`config.mk`:
```
export PLATFORM = sky130hd
export DESIGN_NAME = search_arbiter
export DESIGN_NICKNAME = d
export VERILOG_FILES = /design/src/rtl/hydra_pkg.sv /design/src/rtl/rr_pick.sv /design/src/rtl/search_arbiter.sv
export SDC_FILE = /design/constraint.sdc
export NUM_CORES = 1
export LEC_CHECK = 0
export CAP_MARGIN = 20
export CORE_UTILIZATION = 50
export CTS_CLUSTER_SIZE = 12
export DETAILED_ROUTE_END_ITERATION = 8
export PLACE_DENSITY = 0.87
export SYNTH_ARGS = -nofsm -noshare
export SYNTH_HDL_FRONTEND = slang
export SYNTH_SLANG_ARGS = --single-unit
```
`constraint.sdc`:
```
create_clock -name clk -period 18.8 [get_ports clk]
set_clock_uncertainty 0.1 [all_clocks]
set_input_delay 3.76 -clock clk [delete_from_list [all_inputs] [get_ports clk]]
set_output_delay 3.76 -clock clk [all_outputs]
set_load 0.05 [all_outputs]
```
`src/rtl/hydra_pkg.sv`:
```
// Shared constants and control-frame header layout for the port-side switch logic.
package hydra_pkg;

  localparam int unsigned PORT_NUM = 16;
  localparam int unsigned PORT_W   = 4;
  localparam int unsigned PRI_W    = 3;
  localparam int unsigned LEN_W    = 9;

  // Field order matches the 16-bit control frame: length in the MSBs, dest in the LSBs.
  typedef struct packed {
    logic [LEN_W-1:0]  length;
    logic [PRI_W-1:0]  prior;
    logic [PORT_W-1:0] dest;
  } ctrl_hdr_t;

  typedef enum logic {
    ST_IDLE = 1'b0,
    ST_REQ  = 1'b1
  } arb_state_t;

endpackage

```
`src/rtl/rr_pick.sv`:
```
// Combinational round-robin pick: first candidate at or after rr_ptr, wrapping.
// With SEARCH_ARB_PRIO_EN, candidates are first narrowed to the highest priority present.
module rr_pick
  import hydra_pkg::*;
(
  input  logic [PORT_NUM-1:0]       eligible,
  input  logic [PORT_W-1:0]         rr_ptr,
  input  logic [PORT_NUM*PRI_W-1:0] prior,
  output logic                      hit,
  output logic [PORT_W-1:0]         index
);

  logic [PORT_NUM-1:0] cand;
  logic [PORT_W-1:0]   pos;
  logic                found;

`ifdef SEARCH_ARB_PRIO_EN
  logic [PRI_W-1:0] top;

  always_comb begin
    top = '0;
    for (int unsigned i = 0; i < PORT_NUM; i++) begin
      if (eligible[i] && (prior[i*PRI_W +: PRI_W] > top)) top = prior[i*PRI_W +: PRI_W];
    end
    for (int unsigned i = 0; i < PORT_NUM; i++) begin
      cand[i] = eligible[i] && (prior[i*PRI_W +: PRI_W] == top);
    end
  end
`else
  logic unused_prior;
  assign unused_prior = ^prior;
  assign cand = eligible;
`endif

  always_comb begin
    hit   = |cand;
    index = '0;
    found = 1'b0;
    pos   = '0;
    for (int unsigned off = 0; off < PORT_NUM; off++) begin
      pos = PORT_W'((32'(rr_ptr) + off) % PORT_NUM);
      if (!found && cand[pos]) begin
        found = 1'b1;
        index = pos;
      end
    end
  end

endmodule

```
`src/rtl/search_arbiter.sv`:
```
// Queues one control-frame header per port and issues them one at a time to the
// shared free-space search engine. Define SEARCH_ARB_PRIO_EN for priority-first picking.
module search_arbiter
  import hydra_pkg::*;
(
  input  logic                       clk,
  input  logic                       rst,
  input  logic [PORT_NUM-1:0]        pkt_new,
  input  logic [PORT_NUM*PORT_W-1:0] pkt_dest,
  input  logic [PORT_NUM*PRI_W-1:0]  pkt_prior,
  input  logic [PORT_NUM*LEN_W-1:0]  pkt_length,
  input  logic [PORT_NUM-1:0]        pkt_start,
  output logic                       srch_req,
  output logic [PORT_W-1:0]          srch_port,
  output logic [PORT_W-1:0]          srch_dest,
  output logic [PRI_W-1:0]           srch_prior,
  output logic [LEN_W-1:0]           srch_length,
  input  logic                       srch_ack,
  input  logic                       srch_ok,
  output logic [PORT_NUM-1:0]        search_get,
  output logic                       ovf
);

  arb_state_t                state, state_nxt;
  ctrl_hdr_t                 hdr [PORT_NUM];
  logic [PORT_NUM-1:0]       pending;
  logic [PORT_NUM-1:0]       inflight;
  logic [PORT_NUM-1:0]       eligible;
  logic [PORT_NUM*PRI_W-1:0] prior_vec;
  logic [PORT_W-1:0]         rr_ptr;
  logic [PORT_W-1:0]         pick;
  logic                      hit;
  logic                      issue;
  logic                      take;
  logic                      take_ok;
  logic                      renew;

  for (genvar g = 0; g < PORT_NUM; g++) begin : g_prior
    assign prior_vec[g*PRI_W +: PRI_W] = hdr[g].prior;
  end

  assign inflight = srch_req ? (PORT_NUM'(1) << srch_port) : '0;
  assign eligible = pending & ~search_get & ~inflight;
  assign take_ok  = take & srch_ok;

  rr_pick u_pick (
    .eligible (eligible),
    .rr_ptr   (rr_ptr),
    .prior    (prior_vec),
    .hit      (hit),
    .index    (pick)
  );

  always_ff @(posedge clk or posedge rst) begin
    if (rst) state <= ST_IDLE;
    else     state <= state_nxt;
  end

  // IDLE always lasts at least one cycle, leaving a bubble between requests.
  always_comb begin
    state_nxt = state;
    issue     = 1'b0;
    take      = 1'b0;
    case (state)
      ST_IDLE: if (hit) begin
        issue     = 1'b1;
        state_nxt = ST_REQ;
      end
      ST_REQ: if (srch_ack) begin
        take      = 1'b1;
        state_nxt = ST_IDLE;
      end
      default: state_nxt = ST_IDLE;
    endcase
  end

  // Issued request registers, round-robin pointer and in-flight refresh tracking.
  always_ff @(posedge clk or posedge rst) begin
    if (rst) begin
      srch_req    <= 1'b0;
      srch_port   <= '0;
      srch_dest   <= '0;
      srch_prior  <= '0;
      srch_length <= '0;
      rr_ptr      <= '0;
      renew       <= 1'b0;
    end else begin
      if (issue) begin
        srch_req    <= 1'b1;
        srch_port   <= pick;
        srch_dest   <= hdr[pick].dest;
        srch_prior  <= hdr[pick].prior;
        srch_length <= hdr[pick].length;
        renew       <= 1'b0;
      end else if (take) begin
        srch_req <= 1'b0;
        rr_ptr   <= (srch_port == PORT_W'(PORT_NUM - 1)) ? '0 : srch_port + PORT_W'(1);
      end
      if (srch_req && pkt_new[srch_port]) renew <= 1'b1;
    end
  end

  // Per-port header queue and grant; a fresh header always beats an ack for the old one.
  always_ff @(posedge clk or posedge rst) begin
    if (rst) begin
      pending    <= '0;
      search_get <= '0;
      ovf        <= 1'b0;
      for (int unsigned p = 0; p < PORT_NUM; p++) hdr[p] <= '0;
    end else begin
      for (int unsigned p = 0; p < PORT_NUM; p++) begin
        if (pkt_new[p]) begin
          hdr[p]        <= {pkt_length[p*LEN_W +: LEN_W], pkt_prior[p*PRI_W +: PRI_W],
                            pkt_dest[p*PORT_W +: PORT_W]};
          pending[p]    <= 1'b1;
          search_get[p] <= 1'b0;
          if (pending[p]) ovf <= 1'b1;
        end else if (take_ok && (srch_port == PORT_W'(p))) begin
          search_get[p] <= 1'b1;
          if (!renew) pending[p] <= 1'b0;
        end else if (pkt_start[p]) begin
          search_get[p] <= 1'b0;
        end
      end
    end
  end

endmodule

```
# Yosys cells after proc, flatten, opt, wreduce, memory -nomap -nowiden
# Cells that the tools add are included.
word_totals:
  output_inout_bits: 38
  rom_bits: 0
  in_bits: 292
  latch_bits: 0
  mem_bits_rw: 0
  mem_count: 0
  word_cells: 456
  reg_bits: 316
op_classes:
  n_mux: 193
  n_lt_le_gt_ge: 18
  div_mod_pow: 0
  add_sub_neg: 16
  eq_ne: 31
  reduce_logical: 100
  bitwise_logic: 8
  n_shift: 1
  multipliers: 0
ops:
  columns: ["op", "n"]
  rows:
  - ["2-to-1 mux 1 bit", 154]
  - ["less-than comparator 4 x 5 -> 1 bit (second input constant)", 17]
  - ["binary-select mux 1 bit (select 4 bit)", 17]
  - ["2-to-1 mux 4 bit", 17]
  - ["binary-select mux 16 bit (select 4 bit)", 1]
  - ["2-to-1 mux 16 bit", 3]
  - ["nonzero test 3 bit", 16]
  - ["nonzero test 2 bit", 18]
  - ["AND reduction 2 bit", 17]
  - ["adder 4 bit (second input constant)", 8]
  - ["bitwise AND 16 bit", 2]
  - ["equality test 4 bit (second input constant)", 8]
  - ["logical AND 1 bit", 32]
  - ["!= test 2 bit (second input constant)", 16]
  - ["NOT 16 bit", 2]
  - ["adder 4 x 3 -> 4 bit (second input constant)", 4]
  - ["equality test 4 x 3 -> 1 bit (second input constant)", 4]
  - ["OR reduction 16 bit", 1]
  - ["left shift 1 x 4 -> 16 bit (first input constant)", 1]
  - ["logical NOT 1 bit", 15]
  - ["adder 4 x 1 -> 4 bit (second input constant)", 2]
  - ["adder 4 x 2 -> 4 bit (second input constant)", 2]
  - ["equality test 4 x 2 -> 1 bit (second input constant)", 2]
  - ["greater-or-equal comparator 5 bit (second input constant)", 1]
  - ["other kinds (6)", 7]

# Logic depth before layout (Yosys ltp)
# Gate-level depths: netlist (run 1).
depth:
  word_depth: 56
  ltp_mapped: 22
  depth_no_buf: 15

# By module
# From an unflattened synthesis (run 1), not the netlist that was laid out.
hier_totals:
  cells_unflattened: 1381
  hier_area_um2: 16811.1
by_module_without_submodules:
  columns: ["module", "n_inst", "area_each_um2", "seq_area_each_um2", "cells_each"]
  rows:
  - ["search_arbiter", 1, 14542.7, 7907.6, 1119]
  - ["rr_pick", 1, 2268.4, 0.0, 262]

# Least setup slack after synthesis (run 1)
# OpenSTA, ideal clock, no wires.
synth_timing:
  kind: "register to register"
  startpoint: "reg rr_ptr[1]"
  endpoint: "reg srch_dest[0]"
  n_path_buf: 6
  t_arrival_ps: 5053
  required_ps: 18567
  synth_period_minus_slack_ps: 5286
  setup_time_ps: 133
  setup_slack_ps: 13514
  path_stages_with_launch: 21
  path_cell_list: "dfrtp_1 > buf_2 > inv_1 > clkbuf_1 > ha_1 > buf_4 > clkbuf_4 > nand3b_1 > o32ai_1 > o2111ai_1 > nand4b_4 > or3b_1 > nor4b_4 > nand3_4 > a21o_1 > a32oi_2 > buf_4 > buf_2 > mux2_2 > a222oi_1 > a31oi_1"
synth_via:
  elab_chain_len: 52
  word_cells_on_any_way: 112
  classes_between: "add/sub (15); mux (66); bitwise (1); reduce/logical (30)"
synth_rtl:
  columns: ["item", "line_no", "source"]
  rows:
  - ["start, declared", "search_arbiter.sv:30", "logic [PORT_W-1:0] rr_ptr;"]
  - ["start signal, assigned", "search_arbiter.sv:97", "rr_ptr <= (srch_port == PORT_W'(PORT_NUM - 1)) ? '0 : srch_port + PORT_W'(1);"]
  - ["parallel branches: the longest is 47 deep, another holds adder 4 x 1 -> 4 bit", null, null]
  - ["2-to-1 mux 4 bit *", "rr_pick.sv:42", "if (!found && cand[pos]) begin"]
  - ["NOT 4 -> 5 bit (implied by the code) *", "search_arbiter.sv:91", "srch_dest <= hdr[pick].dest;"]
  - ["binary-select mux 16 bit (select 4 bit) *", "search_arbiter.sv:91", null]
  - ["2-to-1 mux 16 bit * (2 in series)", null, null]
  - ["end signal, assigned", "search_arbiter.sv:91", null]
  - ["end, declared", "search_arbiter.sv:15", "output logic [PORT_W-1:0] srch_dest,"]
# Every way passes the cells marked *. The select of a mux whose other input is x is not followed.
# A chain may end at the register's enable or synchronous reset.

# Final worst setup path (run 1)
layout_timing:
  startpoint: "reg rr_ptr[0]"
  endpoint: "reg srch_prior[2]"
layout_via:
  elab_chain_len: 52
  word_cells_on_any_way: 112
  classes_between: "add/sub (15); mux (66); bitwise (1); reduce/logical (30)"
layout_rtl:
  columns: ["item", "line_no", "source"]
  rows:
  - ["parallel branches: the longest is 47 deep, another holds adder 4 x 1 -> 4 bit", null, null]
  - ["2-to-1 mux 4 bit *", "rr_pick.sv:42", null]
  - ["NOT 4 -> 5 bit (implied by the code) *", "search_arbiter.sv:92", "srch_prior <= hdr[pick].prior;"]
  - ["binary-select mux 16 bit (select 4 bit) *", "search_arbiter.sv:92", null]
  - ["2-to-1 mux 16 bit * (2 in series)", null, null]
  - ["end signal, assigned", "search_arbiter.sv:92", null]
  - ["end, declared", "search_arbiter.sv:16", "output logic [PRI_W-1:0] srch_prior,"]
# Marks and branches as above.

==> results of run 1 <==
power by group:
part           switching (mW)  total [mW]  internal, mW
clock network           0.275       0.633         0.358
registers              0.0741       0.840         0.766
logic                    1.32        2.15         0.829
synth_stat cells (6+ instances only):
master,n,area share
a211oi_1,27,0.011
a21o_1,32,0.013
a21oi_1,27,0.0076
a221oi_1,13,0.0064
a222oi_1,13,0.0073
a22o_1,11,0.0054
a22oi_1,14,0.0059
a31oi_1,20,0.0070
a32oi_1,8,0.0039
and2_1,18,0.0063
and3_1,11,0.0039
and3b_1,17,0.0083
buf_1,14,0.0029
buf_2,17,0.0048
buf_4,7,0.0029
buf_6,11,0.0069
clkbuf_1,54,0.011
dfrtp_1,316,0.44
ha_1,13,0.0091
inv_1,14,0.0029
mux2_1,12,0.0076
mux2_2,329,0.21
mux2i_1,40,0.022
mux4_2,21,0.026
nand2_1,65,0.014
nand2b_1,12,0.0042
nand3_1,21,0.0059
nand3b_1,14,0.0059
nand4_1,11,0.0039
nand4b_1,7,0.0034
nor2_1,79,0.017
nor2b_1,48,0.017
nor3_1,6,0.0017
nor3b_1,23,0.0097
nor4_1,9,0.0031
o211ai_1,10,0.0042
o21ai_0,42,0.012
o221ai_1,6,0.0029
o22ai_1,33,0.012
or3_1,15,0.0052
xnor2_1,8,0.0039
worst register-to-register path, delay by kind of cell (launching register included):
kind | cells | cell delay (ns)
buffers and inverters | 6 | 2.95
AND/OR/NAND/NOR | 7 | 1.88
multiplexers | 1 | 0.43
adder cells (fa/ha/maj) | 1 | 0.65
AO/OA/AOI/OAI | 5 | 1.81
flip-flops | 1 | 0.33
worst max path at each step:
stage | depth (start not counted) | to
2_1_floorplan | 1 | hdr[0]
3_3_place_gp | 19 | srch_length[8]
3_5_place_dp | 20 | srch_prior[2]
4_1_cts | 20 | srch_prior[2]
5_1_grt | 19 | srch_length[1]
6_report | 20 | srch_prior[2]
registers in the layout, indices dropped and copies added, names as in the netlist:
register     cells
srch_port        4
state            1
renew            1
pending         16
srch_req         1
srch_prior       3
srch_length      9
srch_dest        4
ovf              1
search_get      16
hdr            256
rr_ptr           4
layout make-up:
class | instances | area [µm²] | share of cell area
clock buffers | 49 | 968 | 0.0430
flip-flops and latches | 316 | 7910 | 0.351
clock inverters | 4 | 42.5 | 0.00189
inverters | 15 | 63.8 | 0.00283
multi-input cells | 1111 | 9400 | 0.417
repair buffers | 362 | 3550 | 0.158
well taps | 455 | 569 | 0.0253
diodes | 11 | 27.5 | 0.00122
cell families (layout without fill, tap and decap cells):
| group | after synthesis | in the layout |
|---|---|---|
| muxes | 402 | 402 |
| and+or+nand+nor | 385 | 385 |
| DFF | 316 | 316 |
| AOI/OAI and AO/OA | 299 | 299 |
| buffers and inverters | 119 | 430 |
| adders and majority gates | 13 | 13 |
| xor gates and xnor gates | 12 | 12 |
| other | 0 | 11 |
metrics by stage:
| stage | util | setup slack, ns | power (mW) | hold slack [ns] | std cells |
|---|---|---|---|---|---|
| floorplan | - | 6.20 | 2.33 | 0.373 | 1546 |
| global placement | 0.616 | 10.82 | 2.90 | 0.369 | 2258 |
| detailed placement | 0.616 | 10.76 | 2.91 | 0.388 | 2258 |
| CTS | 0.645 | 10.68 | 3.57 | 0.402 | 2311 |
| global route | 0.646 | 10.11 | 3.76 | 0.412 | 2320 |
| finish | 0.646 | 10.54 | 3.62 | 0.399 | 2323 |
routing by layer:
layer,track usage,vias up
li1,-,6429
met1,0.444,7762
met2,0.592,962
met3,0.0819,211
met4,0.220,8
met5,0,-
==> key figures, run 1 <==
Detailed routing
  • Average routed wire per standard cell: 28.6 µm
  • Routed via count: roughly 15000
  • Via/cell ratio: around 6.6
  • Final wirelength: ~66000 µm
  • Met2 routed WL: between 30000 and 40000 µm
  • Drt first pass iters: 6
  • Met3 wire len: roughly 6400 µm
  • WL met1: 24000 µm
  • Final ANT Viol Nets: 0
  • Residual DRC: 0
  • DR top layer: met5
  • Starting DRC count in detailed routing: around 1700

Placed design
  • Placed cell area: approximately 0.021 mm²
  • # port buffers: around 330
  • RD Place Congestion: ~1.1
  • Detailed placement HPWL: between 40000 and 50000 µm

Synthesis
  • Syn avg cell area: roughly 12 µm²
  • Ys flop type: dfrtp_1
  • Cell variety after synth: 79
  • Sequential share of the synthesized area: 0.442
  • Yosys warns: 0
  • Main combinational cell family by area after synthesis: multiplexers
  • Post-Synth Simple-Gate Area: 0.125
  • Cell area after synthesis: ~0.018 mm²
  • Post-synthesis compound-gate area fraction: 0.121
  • Synth Area in Adders: 0.00910
  • Post-synth EDFFs: 0
  • Synth Register Bits: approximately 320
  • Post-synthesis async set-or-reset flop share: 1.00
  • Mux cell area share after synthesis: 0.264
  • Net Count, Synth: 1851
  • Syn Inst Count: between 1500 and 2000
  • Synth Area in XOR/XNOR: 0.00630

Die
  • Initial Utilization: 0.512
  • IO Count: 330
  • Core ar.: between 0.03 and 0.04 mm²
  • Row count: just under 70
  • DIE WIDTH: approximately 190 µm
  • Die Ht: between 150 and 200 µm
  • Die Area: around 0.037 mm²

Layout
  • Layout cells sized above 1: 0.240
  • Nets: between 2000 and 2500
  • Fill cells: ~2500
  • Post-route design area: about 0.023 mm²
  • Most frequent cells in the layout: mux2_2, clkdlybuf4s50_1, dfrtp_1
  • P&R area growth vs syn: 26.1%

Clocking
  • Sink Count: ~320
  • # Post-CTS Setup Buffers: 0
  • CTS Buf Count: 34
  • CTS H-tree lvls: 2
  • CTS clk-pin slew, worst paths: about 0.06 ns
  • Post-CTS sizing: 0
  • Clock Path Buffers: 3
  • CTS root buf: clkbuf_16
  • CTS tree: yes
  • CTS Hold Bufs: 0
  • Worst skew pair latency: ~0.53 ns

Run status
  • Status: complete, no violations

GRT
  • Grt total ovfl: 0
  • Global Route Usage Sum: 0.365
  • Initial antenna violation count: 14
  • Largest net degree at the start of global routing: 172
  • Vias in the first global route: between 15000 and 20000
  • Global-route wire length before repair: just under 100000 µm

Critical path
  • Slowest cell on crit path: buf_4
  • CP startpoint: rr_ptr[0]
  • Startpoint type of the worst setup path: flop
  • Critical Path, Cell by Cell: buf_4 > inv_1 > buf_4 > ha_1 > buf_4 > nor3b_1 > a221oi_1 > or4_1 > nand4b_4 > or3b_1 > nor4b_4 > nand3_4 > a21o_1 > a32oi_4 > buf_4 > buf_4 > mux2_2 > o22ai_1 > nor4_1 > o32a_1
  • CP peak stage delay: about 0.86 ns
  • Reg2Reg Depth: 20
  • R2r endpoint: srch_prior[2]
  • Cell family with most CP delay: buffers and inverters
  • WP data arrival: 8.56 ns
  • CP required: 19.09 ns
  • CP Max Fanout: between 60 and 70
  • Crit end category: flop
  • R2R setup slack: around 11 ns
  • Buffers and inverters on the worst path: 6
  • RR Startpoint: rr_ptr[0]
  • WS Path Type: flop to flop
  • Cell mode on critical path: buf_4

Pwr
  • Worst VDD drop: roughly 120 µV
  • Power density over cell area: approximately 160 mW/mm²
  • Leak: between 9 and 10 nW

Min path
  • Hold path cells: 1
  • Hold Path Class: flop to flop
  • Hold wc startpoint: hdr[159]
  • Hold-critical path endpoint: hdr[159]

Timing
  • Max Clk Rate: about 120 MHz
  • # setup viols final: 0
  • Tmin final: between 8 and 9 ns
  • Worst-Margin Slew: between 1 and 1.5 ns
  • Slew HR: 0.195
  • RSZ-0062 raised after global routing: no
  • Slew Limit Fails: 0
  • TNS Setup: 0 ns
  • Ratio of final minimum period to clock period: 0.440
  • Hold Fails Final Rpt: 0

Flow run
  • Max Cap Viol: 0
No activity file was read; power rests on OpenSTA's default activity.
==> run 2, diff against run 1 <==
--- a/config.mk
+++ b/config.mk
@@ -6,7 +6,7 @@
 export NUM_CORES = 1
 export LEC_CHECK = 0
 export CAP_MARGIN = 20
-export CORE_UTILIZATION = 50
+export CORE_UTILIZATION = 48
 export CTS_CLUSTER_SIZE = 12
 export DETAILED_ROUTE_END_ITERATION = 8
 export PLACE_DENSITY = 0.87
==> constraint.sdc (replaced) <==
create_clock -name clk -period 7.5 [get_ports clk]
set_clock_uncertainty 0.1 [all_clocks]
set_input_delay 1.5 -clock clk [delete_from_list [all_inputs] [get_ports clk]]
set_output_delay 1.5 -clock clk [all_outputs]
set_load 0.05 [all_outputs]
==> key figures, run 2 (synthesis gave the netlist of run 1 again) <==
Critical path
  • Cell mode on critical path: buf_4 (unchanged)
  • CP required: 7.87 ns (was 19.09 ns)
  • CP Max Fanout: 30 (was 69)
  • Slowest cell on crit path: ha_1 (was buf_4)
  • WP data arrival: 6.77 ns (was 8.56 ns)
  • Crit end category: flop (unchanged)
  • WS Path Type: flop to flop (unchanged)
  • Critical Path, Cell by Cell: inv_1 > buf_4 > ha_1 > buf_4 > mux4_2 > a22oi_2 > nand4b_4 > nor4b_4 > nand3_4 > a2bb2oi_1 > a32oi_2 > nand2_1 > buf_4 > nor2_1 > a222oi_1 > a31oi_1 (was buf_4 > inv_1 > buf_4 > ha_1 > buf_4 > nor3b_1 > a221oi_1 > or4_1 > nand4b_4 > or3b_1 > nor4b_4 > nand3_4 > a21o_1 > a32oi_4 > buf_4 > buf_4 > mux2_2 > o22ai_1 > nor4_1 > o32a_1)
  • Startpoint type of the worst setup path: flop (unchanged)
  • CP peak stage delay: 0.81 ns (was 0.86 ns)

Detailed routing
  • Final wirelength: 66000 µm (was 66300 µm)
  • Routed via count: 15300 (was 15400)
  • Starting DRC count in detailed routing: 1416 (was 1693)
  • Via/cell ratio: 6.60 (was 6.62)
  • Final ANT Viol Nets: 0 (unchanged)
  • Drt first pass iters: 6 (unchanged)
  • Residual DRC: 0 (unchanged)
  • Average routed wire per standard cell: 28.4 µm (was 28.6 µm)

GRT
  • Grt total ovfl: 0 (unchanged)
  • Busiest grt layer: met2 (unchanged)
  • Global Route met3 Usage: 0.0724 (was 0.0819)
  • Global-route wire length before repair: 98400 µm (was 98700 µm)
  • Initial antenna violation count: 3 (was 14)
  • Global Route Usage Sum: 0.341 (was 0.365)
  • Vias in the first global route: 15900 (was 15800)
  • Grt met1 use: 0.410 (was 0.444)
  • Largest net degree at the start of global routing: 177 (was 172)
  • GR Util met2: 0.581 (was 0.592)

Timing
  • RSZ-0062 raised after global routing: no (unchanged)
  • Hold Fails Final Rpt: 0 (unchanged)
  • Worst-Margin Slew: 1.01 ns (was 1.20 ns)
  • Max Clk Rate: 156 MHz (was 121 MHz)
  • Slew HR: 0.322 (was 0.195)
  • Tmin final: 6.40 ns (was 8.26 ns)
  • # setup viols final: 0 (unchanged)
  • Setup ws final: 1.10 ns (was 10.54 ns)
  • Hold slack final: 0.399 ns (about the same)
  • Slew Limit Fails: 0 (unchanged)
  • Ratio of final minimum period to clock period: 0.854 (was 0.440)
  • TNS Setup: 0 ns (unchanged)

Layout
  • Post-route design area: 0.0225 mm² (about the same)
  • Sequential cell area: 0.00791 mm² (unchanged)
  • Most frequent cells in the layout: mux2_2, clkdlybuf4s50_1, dfrtp_1 (unchanged)
  • P&R area growth vs syn: 25.8% (was 26.1%)
  • Top Registers: hdr (256), pending (16), search_get (16) (unchanged)
  • Nets: 2151 (was 2145)
  • Fill cells: 2723 (was 2531)
  • Most flops, register: hdr (unchanged)
  • Area of the multi-input gates: 0.00940 mm² (unchanged)
  • Diodes inserted: 0 (was 11)
  • Largest register FFs: 256 (unchanged)
  • Non-filler cells in the finished layout: 2323 (unchanged)
  • Layout cells sized above 1: 0.242 (was 0.240)

Flow run
  • Max Cap Viol: 0 (unchanged)

Placed design
  • # placed instances: 2280 (was 2258)
  • # port buffers: 329 (unchanged)
  • Dpl ws: 1.44 ns (was 10.76 ns)
  • Placed cell area: 0.0216 mm² (was 0.0215 mm²)
  • RD Place Congestion: 0.970 (was 1.05)
  • Detailed placement HPWL: 48400 µm (was 47400 µm)

Clocking
  • # Post-CTS Setup Buffers: 0 (unchanged)
  • CTS tree: yes (unchanged)
  • Post-CTS sizing: 0 (unchanged)
  • CTS Hold Bufs: 0 (unchanged)
  • CTS H-tree lvls: 1 (was 2)
  • Worst skew pair latency: 0.56 ns (was 0.53 ns)
  • CTS clk-pin slew, worst paths: 0.07 ns (was 0.06 ns)
  • CTS Buf Count: 31 (was 34)
  • Clock Path Buffers: 3 (unchanged)
  • CTS root buf: clkbuf_16 (unchanged)
  • Sink Count: 316 (unchanged)

Pwr
  • Worst VDD drop: 375 µV (was 115 µV)
  • Power density over cell area: 401 mW/mm² (was 161 mW/mm²)
  • Leak: 9.05 nW (was 9.07 nW)

Die
  • IO Count: 330 (unchanged)
  • Row count: 70 (was 68)
  • Die Ht: 195 µm (was 191 µm)
  • Core ar.: 0.0366 mm² (was 0.0349 mm²)
  • Die Area: 0.0380 mm² (was 0.0365 mm²)
  • DIE WIDTH: 195 µm (was 191 µm)
  • Initial Utilization: 0.488 (was 0.512)

Min path
  • Hold Path Class: flop to flop (unchanged)

Run status
  • Status: complete, no violations (unchanged)
run 2: changes by cell type in the layout (fill, tap and decap cells not counted), sizes merged:
cell,delta
diode,-11
clkinv,-2
buf,+9
clkbuf,-8
inv,-3
clkinvlp,+2
run 2: final timing paths:
kind                           start       endpoint  slack (ns)  depth (start not counted)
setup / recovery           rr_ptr[1]  srch_prior[1]        1.10                         16
hold / removal                   ovf            ovf        0.40                          1
setup reg to reg           rr_ptr[1]  srch_prior[1]        1.10                         16
hold reg to reg                  ovf            ovf        0.40                          1
max in group asynchronous        rst       hdr[116]        4.76                          4
min in group asynchronous        rst       hdr[121]        1.08                          2
run 2: stage by stage:
step / utilization / total power [mW]
2_1_floorplan: - / 5.85
3_3_place_gp: 0.590 / 7.38
3_5_place_dp: 0.590 / 7.42
4_1_cts: 0.614 / 8.87
5_1_grt: 0.614 / 9.33
6_report: 0.614 / 9.02
run 2: critical path, delay by kind of cell, from the launching register on:
family | cells | cell delay, ns
buf+inv | 4 | 0.99
simple gates | 5 | 1.75
mux | 1 | 0.60
fa+ha+maj | 1 | 0.81
flops | 1 | 0.35
compound gates | 5 | 1.67
run 2: layout make-up:
| cell class | instances | share of cell area |
|---|---|---|
| tap | 468 | 0.0260 |
| multi-input combinational | 1111 | 0.418 |
| timing repair buffer | 371 | 0.163 |
| clock inverter | 1 | 0.000334 |
| inverter | 15 | 0.00267 |
| clock buffer | 41 | 0.0384 |
| sequential | 316 | 0.352 |
run 2: power breakdown:
group	total (mW)	leakage (nW)	switching, mW	internal, mW
combinational	5.47	4.94	3.33	2.14
sequential	2.13	3.68	0.212	1.92
clock	1.41	0.424	0.626	0.786
run 2: metal layers:
| metal | wire length, µm | share of wire |
|---|---|---|
| met5 | 44 | 0.00067 |
| met4 | 3630 | 0.055 |
| met3 | 5980 | 0.091 |
| met1 | 23800 | 0.36 |
| met2 | 32400 | 0.49 |
